### config.mk
export PLATFORM = sky130hd
export DESIGN_NAME = pipeline_stall_ctrl
export DESIGN_NICKNAME = d
export VERILOG_FILES = /design/src/rtl/pipeline_stall_ctrl.sv
export SDC_FILE = /design/constraint.sdc
export NUM_CORES = 1
export LEC_CHECK = 0
export CAP_MARGIN = 20
export CORE_UTILIZATION = 46
export DETAILED_ROUTE_END_ITERATION = 6
export GPL_ROUTABILITY_DRIVEN = 1
export GPL_TIMING_DRIVEN = 0
export PLACE_DENSITY = 0.82
export SKIP_LAST_GASP = 1
export SLEW_MARGIN = 20
export SYNTH_ARGS = -nofsm -noshare
export SYNTH_HDL_FRONTEND = slang
export SYNTH_SLANG_ARGS = --single-unit
### constraint.sdc
create_clock -name clk -period 3.75 [get_ports clk]
set_clock_uncertainty 0.2 [all_clocks]
set_input_delay 0.5625 -clock clk [delete_from_list [all_inputs] [get_ports clk]]
set_output_delay 0.5625 -clock clk [all_outputs]
set_load 0.1 [all_outputs]
### src/rtl/pipeline_stall_ctrl.sv
// Hazard / memory-stall controller for a 5-stage pipeline with branch operands compared in ID.
// Drives the pipeline register enables, the IF/ID flush, the ID/EX bubble, and a saturating stall counter.
module pipeline_stall_ctrl (
  input  logic        clk,
  input  logic        rst,
  input  logic [4:0]  IfIdRs,
  input  logic [4:0]  IfIdRt,
  input  logic        IfId_isBranchUse,
  input  logic        IfId_usesRt,
  input  logic        IdEx_MemRead,
  input  logic        IdEx_RegWrite,
  input  logic [4:0]  IdExWr,
  input  logic        ExMem_MemRead,
  input  logic [4:0]  ExMemRd,
  input  logic        ICache_stall,
  input  logic        DCache_stall,
  input  logic        Redirect,
  output logic        PC_write,
  output logic        IfId_write,
  output logic        IdEx_write,
  output logic        ExMem_write,
  output logic        MemWb_write,
  output logic        IfId_flush,
  output logic        IdEx_bubble,
  output logic [15:0] stall_cycles,
  output logic [1:0]  state_dbg
);

  localparam logic [1:0] RUN = 2'b00;
  localparam logic [1:0] HZ1 = 2'b01;
  localparam logic [1:0] HZ2 = 2'b10;

  logic [1:0] state;
  logic [1:0] state_nx;
  logic       freeze;
  logic       m_idex;
  logic       m_exmem;
  logic       long_hz;
  logic       short_hz;
  logic       hazard;

  // A register number that is non-zero and read by the ID instruction.
  function automatic logic reg_match(input logic [4:0] r, input logic [4:0] rs,
                                     input logic [4:0] rt, input logic uses_rt);
    return (r != 5'd0) && ((r == rs) || (uses_rt && (r == rt)));
  endfunction

  always_comb begin
    freeze   = ICache_stall | DCache_stall;
    m_idex   = reg_match(IdExWr, IfIdRs, IfIdRt, IfId_usesRt);
    m_exmem  = reg_match(ExMemRd, IfIdRs, IfIdRt, IfId_usesRt);
    long_hz  = IfId_isBranchUse & IdEx_MemRead & m_idex;
    short_hz = (IfId_isBranchUse & IdEx_RegWrite & m_idex)
             | (IfId_isBranchUse & ExMem_MemRead & m_exmem)
             | (IdEx_MemRead & m_idex);
  end

  // The illegal encoding is decoded like RUN for outputs but always recovers to RUN.
  always_comb begin
    hazard   = 1'b0;
    state_nx = RUN;
    case (state)
      RUN: begin
        hazard   = long_hz | short_hz;
        state_nx = freeze ? RUN : (long_hz ? HZ1 : RUN);
      end
      HZ1: begin
        hazard   = 1'b1;
        state_nx = freeze ? HZ1 : RUN;
      end
      HZ2: begin
        hazard   = 1'b1;
        state_nx = freeze ? HZ2 : HZ1;
      end
      default: begin
        hazard   = long_hz | short_hz;
        state_nx = RUN;
      end
    endcase
  end

  // Reset and freeze both force every enable low; Redirect only flushes in a clean cycle.
  always_comb begin
    PC_write    = 1'b0;
    IfId_write  = 1'b0;
    IdEx_write  = 1'b0;
    ExMem_write = 1'b0;
    MemWb_write = 1'b0;
    IfId_flush  = 1'b0;
    IdEx_bubble = 1'b0;
    if (!rst && !freeze) begin
      IdEx_write  = 1'b1;
      ExMem_write = 1'b1;
      MemWb_write = 1'b1;
      if (hazard) begin
        IdEx_bubble = 1'b1;
      end else begin
        PC_write   = 1'b1;
        IfId_write = 1'b1;
        IfId_flush = Redirect;
      end
    end
  end

  always_ff @(posedge clk or posedge rst) begin
    if (rst) begin
      state <= RUN;
    end else begin
      state <= state_nx;
    end
  end

  always_ff @(posedge clk or posedge rst) begin
    if (rst) begin
      stall_cycles <= 16'd0;
    end else if (!PC_write && (stall_cycles != 16'hFFFF)) begin
      stall_cycles <= stall_cycles + 16'd1;
    end
  end

  assign state_dbg = state;

endmodule

# Word level (Yosys, flattened, before mapping)
# Index checks and enable logic that the tools add are counted.
# classes
add_sub_neg	1
mul	0
n_div	0
order_cmp	0
n_eq_ne	7
n_shift	0
mux	13
n_bitwise	11
reduce_logical	15
# op_table
operator	count
equality test 5 bit	4
adder 16 x 1 -> 16 bit (second input constant)	1
inequality test 16 bit (second input constant)	1
2-to-1 mux 1 bit	11
nonzero test 5 bit	2
bitwise AND 1 bit	7
logical AND 1 bit	6
one-hot mux 2 bit (3 select lines)	1
OR 1 bit	4
zero test 1 bit	3
equality test 2 x 1 -> 1 bit (second input constant)	1
equality test 2 bit (second input constant)	1
zero test 2 bit	1
logical OR 1 bit	2
2-to-1 mux 2 bit	1
OR reduction 2 bit	1
# totals
register_bits	18
latchBits	0
ram_bits	0
rom_bits	0
in_bits	30
output_inout_bits	25
wordCells	49
mem_count	0

# Logic depth before layout (Yosys ltp)
# Gate-level depths: netlist of run 1.
# depth
ltp_word	13
mapped_depth	7
ltp_nobuf	7

# Worst setup path after synthesis of run 1
# OpenSTA, ideal clock, no wires.
# synth_timing
path_kind	input to output
startpoint	input DCache_stall
endpoint	output IdEx_bubble
t_arrival_ps	3421
t_required_ps	2987
slack_ps	-433
cell_stages	3
n_path_buf	1
path_cell_list	nor3_4 clkbuf_1 nor2b_1
# synth_via
elab_chain_cells	4
# synth_rtl
item	line	text
start: declaration	16	input logic DCache_stall,
OR 1 bit	49	freeze = ICache_stall | DCache_stall;
zero test 1 bit	91	if (!rst && !freeze) begin
logical AND 1 bit	91	
2-to-1 mux 1 bit	91	
end: declaration	24	output logic IdEx_bubble,
# Every way passes these cells.

# Final worst setup path of run 1
# layout_timing
startpoint	input ExMemRd[0]
endpoint	output PC_write
# layout_via
elab_chain_cells	11
elab_cells_between_ends	13
cone_classes	2 x eq/ne; 3 x mux; 4 x bitwise; 4 x reduce/logical
# layout_rtl
item	line	text
start: declaration	14	input logic [4:0] ExMemRd,
equality test 5 bit	45	return (r != 5'd0) && ((r == rs) || (uses_rt && (r == rt)));
logical AND 1 bit	45	
logical OR 1 bit	45	
logical AND 1 bit *	45	
bitwise AND 1 bit *	54	| (IfId_isBranchUse & ExMem_MemRead & m_exmem)
OR 1 bit *	54	
OR 1 bit *	55	| (IdEx_MemRead & m_idex);
OR 1 bit *	64, 76	
2-to-1 mux 1 bit *	-	
2-to-1 mux 1 bit *	95	if (hazard) begin
2-to-1 mux 1 bit *	91	
end: declaration	18	output logic PC_write,
# Every way passes the cells marked *; elsewhere a longest branch is shown, timed or not.

==> results.md, run 1 <==
Floorplanning:
- In this run the count of I/O pins placed on the die edge is 55.
- The number of standard-cell rows in the floorplan is 19.
- The total core area is 2734 um2.
- The full die area is 3099 um2.
- The floorplan die width is 55.67 um.
- In this run the vertical extent of the chip is 55.67 um.
- The effective utilization at floorplan is 48.47%.

Final layout:
- After routing the design area is 1947 um2.
- Fill cells in the final layout number 230.
- The number of antenna diodes in the final layout is 0.
- The final core utilization is 71.21%.
- The final non-filler cell total is 227.
- The layout-stage area growth over the synthesis result is 46.93%.
- The final net count is 232.
- The post-route netlist has 10.20% of its cells at a drive strength greater than 1.

Route:
- The via count is 1,273.
- In the routed layout, each cell is associated on average with a via count of 5.608.
- The detailed-route DRC error count is 0.
- The total wire length is 3375 um.
- The remaining antenna violation count after routing is 0.
- The number of detailed-route iterations in the first pass is 4.
- The wire length per cell is 14.87 um.
- The detailed router finished its first iteration with 21 violations.

Critical path:
- The first element of the critical path is ExMemRd[0].
- The type of destination of the critical path is a primary output.
- Across all register-to-register paths, the minimum setup slack is 1.38 ns.
- In this run the critical register-to-register path is captured at stall_cycles[1]$_DFFE_PP0P_.
- The setup path with the least slack is of type input port to primary output.
- The critical path ends at PC_write.
- The worst path required time is 2.99 ns.
- The data arrival at the endpoint of the critical path is 2.81 ns.
- The number of cells traversed by the worst register-to-register path is 7.
- The maximum net fanout on the critical path is 10.
- The worst setup path is launched from an input port.
- In this run the critical register-to-register path is launched from stall_cycles[0]$_DFFE_PP0P_.

Placed design:
- Counting tap cells, the placed design contains a total of 222 instances.
- Summing all placed instances gives a cell area of 1909 um2.
- The post-detailed-placement half-perimeter wirelength is 2601 um.
- The final weighted congestion in routability-driven placement is 0.8979.
- Before CTS, the worst setup slack after placement is -0.8829 ns.
- Input and output buffers added on the ports amount to 54.

Global route:
- The global routing usage on met1 is 28.31%.
- Global routing finished with a remaining overflow of 0.
- The first global-routing pass estimated 5871 um of wire.
- The busiest layer in global routing is met2.
- The pin count of the biggest net entering global routing is 19.
- The routing usage on met2 is 40.79%.
- Global routing used 4.186% of the available met3 tracks.
- The via count of the first global-routing pass is 1,348.
- The overall routing resource usage is 23.62%.
- The number of antenna violations at the first check in global routing is 0.

STA:
- The minimum period implied by the final worst setup slack is 3.570 ns.
- Setup repair after global routing left no endpoint under its margin.
- The number of failing hold endpoints at the final stage is 0.
- The number of setup violations in the final report is 0.
- For the pin with the worst max-slew slack, the measured transition is 0.9844 ns.
- The share of the clock period used by the worst path after layout is 95.21%.
- Setup slack on the critical path of the routed design comes to 0.1797 ns.
- For the final routed database, the setup TNS stands at 0 ns.
- The maximum frequency from static timing analysis is 280.1 MHz.
- The count of final max-slew check failures is 0.
- The worst pin sits at a relative slew slack of 34.17%.

Pwr:
- Across the VDD grid, the largest voltage drop is 677.8 uV.
- The static leakage is 0.8013 nW.
- Dividing total power by cell area gives a power density of 689.3 nW/um2.

Outcome:
- The run finished with clean final reports.

Logic synthesis:
- The cell count after synthesis is 137.
- The commonest cells after synthesis are xnor2_1, dfrtp_1, xor2_1, a21oi_1, nand3_1.
- The net count after synthesis is 172.
- The synthesized design devotes to its leading area cell type 33.99% of total area.
- The fraction of the yosys area taken by sequential cells is 33.99%.
- The average size of a mapped cell is 9.672 um2.
- The biggest area contributor in the post-synthesis netlist is dfrtp_1.
- The Yosys step of the flow raised 0 warnings.
- Of all flip-flops after synthesis, the portion carrying an async set or reset was 100.0%.
- Ranked by total cell area, the synthesized netlist is headed by dfrtp_1, xnor2_1, xor2_1.
- The commonest register cell after synthesis is dfrtp_1.
- By instance count, the leading cell after synthesis is xnor2_1.
- The synthesized design contains 18 register bits.
- In this run, synthesis inferred 0 flip-flops with an integrated enable.
- The mapped cell area is 1325 um2.
- After synthesis, the netlist uses 29 different library cells.

CTS:
- The worst-skew pair later-pin latency is 0.29 ns.
- The quantity of hold-fixing buffers added after cts is 0.
- The largest buffer count on any clock path is 2.
- In this run the number of H-tree levels came out at 1.
- TritonCTS built the clock tree.
- In this run the clock root is driven by a clkbuf_4.
- Clock-pin slew was measured on the worst setup and hold paths at 0.11 ns.
- The clock sink total is 18.
- In this run, CTS created clock tree buffers numbering 3.

Job:
- The number of max-cap violations is 0.

Worst hold path:
- In this run the worst hold path is classified as flip-flop to flip-flop.
sequential cells by signal, summed over array words and instances (netlist names):
signal and cells:
state_dbg 2, stall_cycles 16
what timing repair did:
action	4_1_cts	5_1_grt
endpoints found under the setup margin	6	1
hold endpoints to repair	0	0
pin swaps	1	0
resized for setup	23	1
gates cloned	0	0
setup buffers	1	0
through the flow:
| step | hold slack (ns) | power, W |
|---|---|---|
| after floorplan | 0.3011 | 0.0009914 |
| after global placement | 0.2780 | 0.001209 |
| after detailed placement | 0.2833 | 0.001223 |
| after CTS | 0.3015 | 0.001348 |
| after global routing | 0.3065 | 0.001400 |
| final | 0.2925 | 0.001342 |
power breakdown:
part	switching, W	internal (W)
sequential	0.0000772	0.000261
clock	0.0000600	0.0000591
combinational	0.000652	0.000233
worst min-delay path by stage:
stage	from	to	slack, ns	depth (start not counted)
6_report	stall_cycles[11]$_DFFE_PP0P_	stall_cycles[11]$_DFFE_PP0P_	0.29	1
5_1_grt	stall_cycles[6]$_DFFE_PP0P_	stall_cycles[6]$_DFFE_PP0P_	0.31	1
4_1_cts	stall_cycles[11]$_DFFE_PP0P_	stall_cycles[11]$_DFFE_PP0P_	0.30	1
3_5_place_dp	stall_cycles[6]$_DFFE_PP0P_	stall_cycles[6]$_DFFE_PP0P_	0.28	1
3_3_place_gp	stall_cycles[11]$_DFFE_PP0P_	stall_cycles[11]$_DFFE_PP0P_	0.28	1
2_1_floorplan	rst	stall_cycles[0]$_DFFE_PP0P_	0.30	1
layout by cell type (no fill, tap or decap), types with 2 or more instances in the layout:
cell             synthesis  final
nand2_1                  8      8
and4_1                   2      2
xnor2_1                 19     19
nor2_1                   4      4
ha_1                     5      5
a21oi_1                 11     11
a211oi_1                 7      7
dfrtp_1                 18     18
nand3_1                 11     11
clkbuf_4                 0      3
buf_4                    3      7
clkdlybuf4s50_1          0     47
inv_1                    4      4
xor2_1                  12     12
and3_1                   6      6
mux2_1                   5      5
nand4_1                  6      6
dlygate4sd2_1            0      2
area by class of cell:
cell class	instances	area (um2)	share of cell area [%]
sequential	18	450.4	23.14
multi-input combinational	109	822.0	42.22
tap	31	38.79	1.992
inverter	4	15.01	0.7712
buffer	6	42.54	2.185
timing repair buffer	55	541.8	27.83
clock buffer	4	36.28	1.864
kinds of logic after synthesis:
kind of cell	synth area share [%]
fa+ha+maj	4.721
xor+xnor	20.49
simple gates	18.51
mux	4.249
flops	33.99
compound gates	13.79
buf+inv	4.249
routing by layer:
metal,vias up,part of all wire [%]
met5,-,0
met4,0,3.3
met3,12,5.8
met2,47,49
met1,605,42
li1,609,-
worst max-delay path, stage by stage:
cell and delay [ns]:
clkdlybuf4s50_1 0.47, or3_1 0.40, o311a_1 0.34, a221oi_4 0.33
buf_6 0.18, and2_2 0.15, buf_4 0.09, buf_4 0.27
(Power assumes the default switching activity.)
==> inputs of run 2 (changes only) <==
--- a/config.mk
+++ b/config.mk
@@ -9,8 +9,8 @@
 export CORE_UTILIZATION = 46
 export DETAILED_ROUTE_END_ITERATION = 6
 export GPL_ROUTABILITY_DRIVEN = 1
-export GPL_TIMING_DRIVEN = 0
-export PLACE_DENSITY = 0.82
+export GPL_TIMING_DRIVEN = 1
+export PLACE_DENSITY = 0.85
 export SKIP_LAST_GASP = 1
 export SLEW_MARGIN = 20
 export SYNTH_ARGS = -nofsm -noshare
==> run 2 against run 1 <==
  * Clock power hardly changed
  * Critical path depth is 2 lower
  * Register-to-register slack better by 0.11 ns
  * Sequential cell count stayed put
  * Fmax is 6.9% higher
  * Largest cell class unchanged
  * Non-clock buffer count is 5 lower
  * Critical path type unchanged
==> results.md, run 2 (same netlist as run 1, synthesis figures left out) <==
Worst hold path:
- The class of the tightest hold or removal check is flip-flop to flip-flop.

CTS:
- The master cell of the clock root buffer is clkbuf_4.
- The number of levels the H-tree was split into is 1.
- The worst-skew pair later-pin latency is 0.29 ns.
- The clock transition at the registers of the reported paths is 0.11 ns.
- The largest buffer count on any clock path is 2.
- The CTS tree is yes.
- Post-CTS timing repair inserted 0 buffers for setup.
- The number of hold buffers added after CTS was 0.
- The total of cells resized after clock tree synthesis is 0.
- Buffers inserted during clock tree synthesis total 3.
- The clock sink total is 18.

STA:
- Setup repair after global routing left no endpoint under its margin.
- Setup violations remaining at the end of the flow were counted as 0.
- At the pin with the least slew margin, the transition time is 0.9862 ns.
- The number of failing hold endpoints at the final stage is 0.
- After layout, the worst path uses 89.08% of the clock period.
- In this run the tightest slew margin relative to its limit is 34.05%.
- The count of final max-slew check failures came to 0.
- In the final timing run, aggregate negative setup slack is 0 ns.
- Subtracting the final worst setup slack from the clock period gives 3.341 ns.
- The maximum frequency from static timing analysis is 299.3 MHz.

Floorplanning:
- The floorplan die width is 55.67 um.
- The number of standard-cell rows in the floorplan is 19.
- For this configuration, the core starts out at a cell density of 48.47%.
- The boundary pin count is 55.
- The full die area is 3099 um2.
- In this run the vertical extent of the chip is 55.67 um.
- The core region is 2734 um2.

Critical path:
- STA classifies the critical path startpoint as an input port.
- For the worst setup path, the data arrival time is 2.58 ns.
- The type of destination of the critical path is a primary output.
- Of all nets on the critical path, the largest fanout is 4.
- The type of the worst setup path is input port to primary output.
- The worst path required time is 2.99 ns.

Route:
- Summed over all layers, the routed wires come to 3253 um.
- The number of detailed-route iterations in the first pass is 4.
- After detailed routing, the number of remaining DRC violations is 0.
- The number of vias per cell after detailed routing is 5.608.
- After detailed routing, the average wire length per cell comes to 14.65 um.
- The routed layout has 1,245 vias.
- In this run the remaining antenna-violating nets after routing total 0.
- The violation count after the first detailed-routing iteration is 60.

Placed design:
- Detailed placement finished with a half-perimeter wire length of 2550 um.
- In this run the tool buffered the top-level ports with 54 buffer cells.
- The number of placed cells counting well taps is 218.
- The final weighted congestion in routability-driven placement is 0.9515.

Pwr:
- The maximum VDD drop is 986.9 uV.
- The post-route total power is 0.001342 W.
- Dividing total power by cell area gives a power density of 688.1 nW/um2.
- The analysis attributes to cell leakage a power of 0.7730 nW.

Final layout:
- The final net count is 227.
- The layout-stage area growth over the synthesis result is 47.21%.
- The library cells used most frequently in the layout, excluding fill and tap cells, are clkdlybuf4s50_1, xnor2_1, dfrtp_1.
- More flip-flops sit in one register than any other, and that register is stall_cycles.
- The final non-filler cell total is 222.
- The number of diodes added for antenna fixing is 0.
- Leaving out fill and tap cells, the most frequent cell in the layout is clkdlybuf4s50_1.
- The final core utilization is 71.35%.
- The layout cell share with drive strength beyond 1 is 9.948%.
- The number of flip-flops in the largest register is 16.

Global route:
- The overall routing resource usage is 22.28%.
- The number of antenna violations at the first check in global routing was 0.
- Entering global routing, the biggest net connects 22 pins.
- The via count of the first global-routing pass is 1,278.
- Summed over all layers, the global routing overflow is 0.
- The first global-routing pass estimated 5658 um of wire.

Job:
- The number of max-cap violations is 0.

Outcome:
- The flow ran to the end, and the final reports show no timing, DRC or antenna violations.
-- run 2: changes by cell type in the layout (fill, tap and decap cells not counted), sizes merged --
cell | before | now
clkbuf | 6 | 4
dlygate4sd2 | 2 | 0
buf | 8 | 9
clkdlybuf4s15 | 1 | 0
dlymetal6s2s | 1 | 0
-- run 2: final cells by class --
| type | instances | area, um2 |
|---|---|---|
| multi-input cells | 109 | 822.0 |
| fillers | 216 | 783.3 |
| repair buffers | 56 | 588.1 |
| flip-flops and latches | 18 | 450.4 |
| well taps | 31 | 38.79 |
| clock buffers | 4 | 36.28 |
| inverters | 4 | 15.01 |
-- run 2: metal layers --
| metal | part of all wire [%] | up-vias | track usage (%) |
|---|---|---|---|
| met5 | 0 | - | 0 |
| met4 | 0.31 | 0 | 3.571 |
| met3 | 5.1 | 2 | 4.419 |
| met2 | 50 | 42 | 39.24 |
| met1 | 45 | 601 | 28.77 |
| li1 | - | 600 | - |
-- run 2: through the flow --
stage	hold slack (ns)	setup slack, ns	cell area (um2)
2_1_floorplan	0.3011	0.1525	1330
3_3_place_gp	0.2732	0.4274	1914
3_5_place_dp	0.2871	0.4132	1914
4_1_cts	0.3040	0.4127	1951
5_1_grt	0.3162	0.3672	1951
6_report	0.3024	0.4094	1951
-- run 2: where the power goes --
| group | leakage, nW | switching, W | internal, W |
|---|---|---|---|
| Combinational | 0.547 | 0.000650 | 0.000233 |
| Sequential | 0.205 | 0.0000790 | 0.000261 |
| Clock | 0.0210 | 0.0000603 | 0.0000591 |
-- run 2: final timing paths --
kind	startpoint	to	slack, ns	cells after the start
worst max-delay path	ExMemRd[1]	IfId_write	0.41	6
worst min-delay path	stall_cycles[6]$_DFFE_PP0P_	stall_cycles[6]$_DFFE_PP0P_	0.30	1
worst max register to register	stall_cycles[0]$_DFFE_PP0P_	stall_cycles[1]$_DFFE_PP0P_	1.49	6
worst min register to register	stall_cycles[6]$_DFFE_PP0P_	stall_cycles[6]$_DFFE_PP0P_	0.30	1
max in group asynchronous	rst	stall_cycles[4]$_DFFE_PP0P_	2.39	2
min in group asynchronous	rst	stall_cycles[12]$_DFFE_PP0P_	0.54	2
-- run 2: worst max-delay path: stages --
cell and delay [ns]:
clkdlybuf4s50_1 0.49, or3_1 0.38, o311a_1 0.33, a221oi_4 0.36, and2_2 0.26, buf_12 0.18
